[config.mk]
export PLATFORM = sky130hd
export DESIGN_NAME = layer2_window_fetch
export DESIGN_NICKNAME = d
export VERILOG_FILES = /design/src/rtl/layer2_window_fetch.sv
export SDC_FILE = /design/constraint.sdc
export NUM_CORES = 2
export LEC_CHECK = 0
export CORE_AREA = 3 3 519 521
export CTS_BUF_LIST = sky130_fd_sc_hd__clkbuf_8
export DETAILED_ROUTE_END_ITERATION = 7
export DIE_AREA = 0 0 522 524
export PLACE_DENSITY_LB_ADDON = 0.15
export SLEW_MARGIN = 20
export SYNTH_ARGS = -nofsm -noshare
export SYNTH_HDL_FRONTEND = slang
export SYNTH_SLANG_ARGS = --single-unit
[constraint.sdc]
create_clock -name clk -period 5.7 [get_ports clk]
set_input_delay 0.855 -clock clk [delete_from_list [all_inputs] [get_ports clk]]
set_output_delay 0.855 -clock clk [all_outputs]
set_load 0.01 [all_outputs]
[src/rtl/layer2_window_fetch.sv]
// ---------------------------------------------------------------------------
// layer2_window_fetch
//
// Purpose:
//   Gathers 3x3 neighbourhoods from the layer-1 result map through the
//   memory read port and presents one full 9-pixel window per valid/ready
//   handshake. Output positions are walked in raster order over the
//   (MAP_WIDTH-2) x (MAP_WIDTH-2) valid-convolution grid.
//
// Optional feature:
//   LAYER2_WINDOW_REUSE_EN - when defined, a column step inside a row shifts
//   the held window left by one column and fetches only the new right-hand
//   column (slots 2, 5, 8). When undefined, every window is fetched in full.
//
// Ports:
//   clk, rst                   clock, synchronous active-high reset
//   start                      begins a full-map pass (only honoured in IDLE)
//   read_row_addr/col_addr     map coordinate being read (0 when not reading)
//   layer1_result_read_signal  memory read enable
//   layer1_result_output       memory read data, RD_LAT cycles after issue
//   window_data                9 slots, slot k=r*3+c at [k*DATA_W +: DATA_W]
//   window_valid/window_ready  output handshake
//   out_row, out_col           top-left coordinate of the presented window
//   busy                       high outside IDLE
//   done                       one-cycle pulse after the last window
//
// States:
//   IDLE    | waiting for start
//   FETCH   | issuing one read per cycle
//   DRAIN   | reads in flight, waiting for last capture
//   PRESENT | window held until accepted
//   FINISH  | done pulse, then back to IDLE
// ---------------------------------------------------------------------------
module layer2_window_fetch #(
  parameter int MAP_WIDTH = 30,
  parameter int DATA_W    = 128,
  parameter int RD_LAT    = 2
) (
  input  logic                clk,
  input  logic                rst,
  input  logic                start,
  output logic [15:0]         read_row_addr,
  output logic [15:0]         read_col_addr,
  output logic                layer1_result_read_signal,
  input  logic [DATA_W-1:0]   layer1_result_output,
  output logic [9*DATA_W-1:0] window_data,
  output logic                window_valid,
  input  logic                window_ready,
  output logic [15:0]         out_row,
  output logic [15:0]         out_col,
  output logic                busy,
  output logic                done
);

  localparam logic [15:0] LAST_POS = 16'(MAP_WIDTH - 3);
  localparam int          DRAIN_W  = $clog2(RD_LAT + 1);
  localparam logic [DRAIN_W-1:0] DRAIN_LAST = DRAIN_W'(RD_LAT - 1);
  localparam logic [3:0]  LAST_SLOT = 4'd8;

  typedef enum logic [2:0] {
    S_IDLE,
    S_FETCH,
    S_DRAIN,
    S_PRESENT,
    S_FINISH
  } state_t;

  state_t               r_state;
  state_t               w_state_nxt;
  logic [15:0]          r_row;
  logic [15:0]          r_col;
  logic [3:0]           r_slot;
  logic [DRAIN_W-1:0]   r_drain;
  logic [9*DATA_W-1:0]  r_win;
  logic [RD_LAT-1:0]    r_cap_vld;
  logic [3:0]           r_cap_slot [RD_LAT];
`ifdef LAYER2_WINDOW_REUSE_EN
  logic                 r_reuse;
`endif

  logic                 w_rd;
  logic                 w_valid;
  logic                 w_busy;
  logic                 w_done;
  logic                 w_accept;
  logic [3:0]           w_step;

  function automatic logic [15:0] f_row_off(input logic [3:0] k);
    case (k)
      4'd0, 4'd1, 4'd2: f_row_off = 16'd0;
      4'd3, 4'd4, 4'd5: f_row_off = 16'd1;
      default:          f_row_off = 16'd2;
    endcase
  endfunction

  function automatic logic [15:0] f_col_off(input logic [3:0] k);
    case (k)
      4'd0, 4'd3, 4'd6: f_col_off = 16'd0;
      4'd1, 4'd4, 4'd7: f_col_off = 16'd1;
      default:          f_col_off = 16'd2;
    endcase
  endfunction

  // Slot walk: full fetch steps 0..8; a reuse fetch steps 2,5,8.
`ifdef LAYER2_WINDOW_REUSE_EN
  assign w_step = r_reuse ? 4'd3 : 4'd1;
`else
  assign w_step = 4'd1;
`endif

  always_ff @(posedge clk) begin
    if (rst) begin
      r_state <= S_IDLE;
    end else begin
      r_state <= w_state_nxt;
    end
  end

  always_comb begin
    w_state_nxt = r_state;
    w_rd        = 1'b0;
    w_valid     = 1'b0;
    w_busy      = 1'b1;
    w_done      = 1'b0;
    w_accept    = 1'b0;
    case (r_state)
      S_IDLE: begin
        w_busy = 1'b0;
        if (start) w_state_nxt = S_FETCH;
      end
      S_FETCH: begin
        w_rd = 1'b1;
        if (r_slot == LAST_SLOT) w_state_nxt = S_DRAIN;
      end
      S_DRAIN: begin
        // Read enable stays high: the memory gates its output with it.
        w_rd = 1'b1;
        if (r_drain == DRAIN_LAST) w_state_nxt = S_PRESENT;
      end
      S_PRESENT: begin
        w_valid = 1'b1;
        if (window_ready) begin
          w_accept = 1'b1;
          if (r_col == LAST_POS && r_row == LAST_POS) w_state_nxt = S_FINISH;
          else                                        w_state_nxt = S_FETCH;
        end
      end
      S_FINISH: begin
        w_done      = 1'b1;
        w_state_nxt = S_IDLE;
      end
      default: w_state_nxt = S_IDLE;
    endcase
  end

  always_ff @(posedge clk) begin
    if (rst) begin
      r_row     <= '0;
      r_col     <= '0;
      r_slot    <= '0;
      r_drain   <= '0;
      r_win     <= '0;
      r_cap_vld <= '0;
      for (int i = 0; i < RD_LAT; i++) r_cap_slot[i] <= '0;
`ifdef LAYER2_WINDOW_REUSE_EN
      r_reuse   <= 1'b0;
`endif
    end else begin
      // Capture pipeline mirrors the memory latency: the slot issued in
      // cycle t reaches the last stage during cycle t+RD_LAT.
      r_cap_vld[0]  <= (r_state == S_FETCH);
      r_cap_slot[0] <= r_slot;
      for (int i = 1; i < RD_LAT; i++) begin
        r_cap_vld[i]  <= r_cap_vld[i-1];
        r_cap_slot[i] <= r_cap_slot[i-1];
      end
      if (r_cap_vld[RD_LAT-1]) begin
        r_win[int'(r_cap_slot[RD_LAT-1])*DATA_W +: DATA_W] <= layer1_result_output;
      end

      case (r_state)
        S_IDLE: begin
          if (start) begin
            r_row  <= '0;
            r_col  <= '0;
            r_slot <= '0;
`ifdef LAYER2_WINDOW_REUSE_EN
            r_reuse <= 1'b0;
`endif
          end
        end
        S_FETCH: begin
          if (r_slot == LAST_SLOT) begin
            r_slot  <= '0;
            r_drain <= '0;
          end else begin
            r_slot <= r_slot + w_step;
          end
        end
        S_DRAIN: begin
          r_drain <= r_drain + 1'b1;
        end
        S_PRESENT: begin
          if (w_accept) begin
            if (r_col < LAST_POS) begin
              r_col <= r_col + 16'd1;
`ifdef LAYER2_WINDOW_REUSE_EN
              // Pipeline is empty here, so the shift cannot race a capture.
              r_reuse <= 1'b1;
              r_slot  <= 4'd2;
              for (int r = 0; r < 3; r++) begin
                r_win[(r*3+0)*DATA_W +: DATA_W] <= r_win[(r*3+1)*DATA_W +: DATA_W];
                r_win[(r*3+1)*DATA_W +: DATA_W] <= r_win[(r*3+2)*DATA_W +: DATA_W];
              end
`else
              r_slot <= '0;
`endif
            end else if (r_row < LAST_POS) begin
              r_col  <= '0;
              r_row  <= r_row + 16'd1;
              r_slot <= '0;
`ifdef LAYER2_WINDOW_REUSE_EN
              r_reuse <= 1'b0;
`endif
            end
          end
        end
        default: ;
      endcase
    end
  end

  assign read_row_addr             = (r_state == S_FETCH) ? r_row + f_row_off(r_slot) : 16'd0;
  assign read_col_addr             = (r_state == S_FETCH) ? r_col + f_col_off(r_slot) : 16'd0;
  assign layer1_result_read_signal = w_rd;
  assign window_data               = r_win;
  assign window_valid              = w_valid;
  assign out_row                   = r_row;
  assign out_col                   = r_col;
  assign busy                      = w_busy;
  assign done                      = w_done;

endmodule

After elaboration in Yosys (flattened, before gate mapping)
Memories as Yosys holds them, arrays and structs flattened.
Cells that the tools add are included.
- memories: 1
- memory bits (writable): 8
- bits in registers: 1195
- eq/ne operators: 23
- shift operators: 2
- add/subtract/negate cells: 7
- $lt $le $gt $ge: 2
- muxes and demuxes: 39
- reduce and logical (&&, ||, !) cells: 16
- bitwise logic cells: 2
- memory list (memory ; depth ; width ; read ports ; clocked after memory_dff ; wr ports ; RTL line ; RTL):
    r_cap_slot ; 2 ; 4 ; 2 ; 0 ; 2 ; 76 ; logic [3:0] r_cap_slot [RD_LAT];
- operators with widths (operator ; number):
    $bwmux W1152 ; 1
    $shift A128 B33 Y1152 const A ; 1
    $shiftx A128 B33 Y1152 ; 1
    $mux W16 ; 9
    $pmux W16 S2 ; 2
    $neg A11 Y33 ; 1
    $add A16 B1 Y16 const B ; 2
    $add A16 B16 Y16 ; 2
    $eq A16 B5 Y1 const B ; 2
    $lt A16 B5 Y1 const B ; 2
    $mux W4 ; 7
    $eq A4 B3 Y1 const B ; 4
    $mux W3 ; 5
    $ne A2 B2 Y1 const B ; 6
    $pmux W2 S2 ; 3
    $pmux W3 S4 ; 1
    $pmux W4 S3 ; 1
    $reduce_and A4 Y1 ; 3
    $reduce_or A3 Y1 ; 4
    $mux W1 ; 9
    $eq A4 B2 Y1 const B ; 2
    $eq A3 B2 Y1 const B ; 2
    $reduce_and A5 Y1 ; 1
    $add A4 B1 Y4 const B ; 1
    17 further kinds ; 19

Depth between registers and ports, before layout
- word-level depth: 5
- mapped depth: 11
- depth with buffers taken out: 11

Worst setup path before layout
No wires, ideal clock.
- kind: register -> output
- from: register r_slot[0]
- to: output port read_row_addr[13]
- setup slack: 2527 ps
- cell stages (with the launch flop): 11
- required time: 4845 ps
- path buffers: 0
- arrival time: 2318 ps
- cells stage by stage: dfxtp_1 > inv_1 > ha_1 > nor2_1 > o21ai_0 > nand2b_1 > ha_1 > a21oi_1 > or4_1 > or3_1 > a21oi_1
- word-level cells in the longest chain between the ends: 5
- elaborated cells on any way between the ends: 11
- classes of those cells: add/sub (1); eq/ne (5); mux (2); reduce/logical (3)
- RTL lines (element ; RTL line ; RTL):
    start, declared ; 72 ; logic [3:0] r_slot;
    start signal, assigned ; 197 ; r_slot <= r_slot + w_step;
    $eq A4 B3 Y1, or another cell as far along ; 89 ; case (k)
    $reduce_or A3 Y1 ; 89 ;
    $pmux W2 S2 (*) ; 89 ;
    $add A16 B16 Y16 (*) ; 233 ; assign read_row_addr = (r_state == S_FETCH) ? r_row + f_row_off(r_slot) : 16'd0;
    $mux W16 (*) ; 233 ;
    end, declared ; 42 ; output logic [15:0] read_row_addr,
Every way passes the cells marked *; elsewhere a longest branch is shown, timed or not.

Final worst setup path
Same ends and word-level chain as after synthesis.

==> flow_metrics.env <==
export IMPL_cp_required_ns=4.85
export IMPL_synth_edf_count=0
export IMPL_postLayoutSetupSlackWorst_ns=0.7953
export IMPL_grt_pass1_vias=41270
export IMPL_io_buffers=1351
export IMPL_cts_max_level=4
export IMPL_cts_made_buffers=237
export IMPL_power_leakage_nw=20.56
export IMPL_end_kind="output port"
export IMPL_finalPower_mw=18.31
export IMPL_cts_hold_fix_buffers=0
export IMPL_slew_violations=0
export IMPL_ys_seq_elements=1203
export IMPL_clkTransAtPathRegs_ns=0.07
export IMPL_wl_met2_um=119000
export IMPL_firstDrtPassIters=5
export IMPL_cts_resized=0
export IMPL_r2r_setup_slack_ns=1.75
export IMPL_fin_crit_ns=4.905
export IMPL_die_width_um=522
export IMPL_synth_cells=5599
export IMPL_top_layer_used="met4"
export IMPL_ioPinCount=1352
export IMPL_hold_viol=0
export IMPL_drc=0
export IMPL_cts_setup_buffers=0
export IMPL_hold_end="r_cap_vld[1]"
export IMPL_finalCritPeriodShare_pct=86.05
export IMPL_area_delta_synth_final_pct=49.08
export IMPL_rsz0062_at_grt="no"
export IMPL_fin_util_pct=24.56
export IMPL_fmax_ghz=0.2039
export IMPL_start_util_pct=16.47
export IMPL_wl_um=254500
export IMPL_slew_limit_headroom_pct=20.67
export IMPL_max_cap_viol_count=0
export IMPL_hold_path_depth=1
export IMPL_chipHeight_um=524
export IMPL_wl_per_cell_um=24.49
export IMPL_gr_usage_all_layers_pct=17.50
export IMPL_yosysSeqAreaShare_pct=55.15
export IMPL_fin_skew_ns=0.06667
export IMPL_fin_area_um2=65100
export IMPL_vias_per_cell=4.202
export IMPL_cpPeakStageDelay_ns=0.58
export IMPL_layout_nets=6833
export IMPL_setup_viol=0
export IMPL_synth_warnings=0
export IMPL_placed_cell_area_um2=60370
export IMPL_async_flop_share_pct=0
export IMPL_hp_class="flop to flop"
export IMPL_max_slew_worst_pin_slew_ns=1.190
export IMPL_ys_flop_type="dfxtp_1"
export IMPL_r2r_start="r_cap_slot[0][4]"
export IMPL_place_hpwl_um=168000
export IMPL_grt_max_degree=207
export IMPL_cts_tree="built"
export IMPL_routabilityCongestion=0.7767
export IMPL_die_area_um2=273500
export IMPL_postRouteAntennaNets=0
export IMPL_syn_area_um2=43670
export IMPL_path_cells="inv_1 -> ha_1 -> nor2_1 -> a211oi_1 -> ha_1 -> a21oi_1 -> or4_1 -> or3_1 -> a21oi_1 -> clkdlybuf4s50_1"
export IMPL_grt_pass1_wl_um=345300
export IMPL_vdd_drop_max_mv=0.1622
export IMPL_overflow=0
export IMPL_critical_path_class="flop to output port"
export IMPL_stdcell_count=10390
export IMPL_clk_latency_ns=0.99
export IMPL_syn_nets=5746
export IMPL_r2r_cells=9
export IMPL_post_place_ws_ns=1.596
export IMPL_num_rows=189
export IMPL_cpMaxStageDelayCell="or4_1"
export IMPL_cts_root_buf="clkbuf_8"
export IMPL_critPathMaxFanout=6
export IMPL_cts_path_max_buffers=4
export IMPL_antenna_found_initial=10
export IMPL_min_from="r_cap_vld[0]"
export IMPL_avgSynthCellArea_um2=7.799
export IMPL_r2r_end="window_data[79]"
export IMPL_clock_sinks=1203
export IMPL_post_place_cells=9980
export IMPL_start_kind="flop"
export IMPL_tns_ns=0
export IMPL_vias=43670
export IMPL_power_density_nw_per_um2=281.2
export IMPL_core_um2=265100
export IMPL_initialDrtViolationCount=2997
export IMPL_ys_types=52
export IMPL_wl_met1_um=104800
export IMPL_drive_above_1_share_pct=6.444
export IMPL_worst_ep_arrival_time_ns=4.05
export IMPL_status="complete, no violations"
export IMPL_met3RoutedLength_um=23340
export IMPL_hold_ws_ns=0.4387
==> layer usage <==
layer | GRT usage, % | vias up
li1 | - | 20570
met3 | 6.209 | 316
met1 | 21.21 | 21120
met4 | 5.379 | 0
met5 | 0 | -
met2 | 28.89 | 1671
==> how the worst max path moves through the flow <==
| stage | from | to | slack (ns) | cells past startpoint |
|---|---|---|---|---|
| final | r_slot[0] | read_row_addr[13] | 0.80 | 10 |
| after global routing | r_slot[0] | read_row_addr[13] | 0.44 | 10 |
| after CTS | r_slot[0] | read_row_addr[13] | 0.58 | 10 |
| after detailed placement | r_cap_slot[0][4] | window_data[74] | 1.60 | 9 |
| after global placement | r_slot[0] | read_row_addr[13] | 1.61 | 11 |
| after floorplan | r_slot[0] | read_row_addr[13] | 2.53 | 10 |
==> flip-flops by register name (all words and copies together), names as in the netlist <==
| name | flops |
|---|---|
| r_state | 3 |
| r_cap_vld | 2 |
| r_drain | 2 |
| window_data | 1152 |
| out_row | 16 |
| r_cap_slot | 8 |
| out_col | 16 |
| r_slot | 4 |
==> final cells by class <==
cell class                      count  area, um2
Multi-Input combinational cell   3776      17180
Antenna cell                        2      5.005
Timing Repair Buffer             1435      14550
Fill cell                       29010     200000
Inverter                           33      123.9
Clock buffer                      294       4046
Sequential cell                  1203      24080
Clock inverter                    118      681.9
Tap cell                         3533       4420
==> layout by cell type, fill, tap and decap left out, drive strengths merged, types with 8 or more instances in the layout <==
master            n
or3               9
dfxtp          1203
inv             121
a21oi          1173
and3              9
nand4            12
xnor2            11
nor3b             8
clkinv           22
nor2b             9
xor2             14
nor3             17
buf              86
clkdlybuf4s50  1349
nand3           520
ha               13
o21ai            12
nor4             22
nand2          1798
nor2             73
clkbuf          294
and2             16
==> report_power, final <==
| part | internal (mW) | leakage (nW) | switching (mW) |
|---|---|---|---|
| clock | 4.84 | 2.75 | 4.08 |
| sequential | 8.45 | 9.69 | 0.0270 |
| combinational | 0.237 | 8.12 | 0.664 |
==> cell usage after synthesis, types with 3 or more instances <==
cell type	n	area, um2
dfxtp_1	1203	24080
nor2b_1	9	56.30
xor2_1	14	122.6
a31oi_1	4	25.02
ha_1	13	162.7
o21ai_0	11	55.05
inv_1	32	120.1
buf_4	9	67.56
nor2_1	73	274.0
a211oi_1	4	30.03
clkbuf_1	442	1659
nand4_1	12	75.07
and2_1	15	93.84
buf_2	127	635.6
a21oi_1	1173	5871
nor3b_1	8	60.06
nor4_1	21	131.4
o31ai_1	5	37.54
nand2_1	1798	6749
or2_2	3	18.77
a21o_1	4	30.03
nand2b_1	6	37.54
or4_1	6	45.04
a41oi_1	3	26.28
and3_1	9	56.30
buf_1	8	30.03
nor3_1	16	80.08
and4_1	4	35.03
nand3_1	520	2603
or3_1	9	56.30
xnor2_1	11	96.34
==> kinds of logic after synthesis <==
logic type	after synthesis	share of synthesized area, %
compound gates	1221	14.23
xor+xnor	25	0.5014
simple gates	2515	23.88
flops	1203	55.15
fa+ha+maj	15	0.4642
buf+inv	620	5.774
==> worst max-delay path: cells and delay by family, from the launching register on <==
family	cells	cell delay, ns
simple gates	3	0.98
buf+inv	2	0.70
compound gates	3	0.60
fa+ha+maj	2	0.47
flops	1	0.35
No activity file was read; power rests on OpenSTA's default activity.
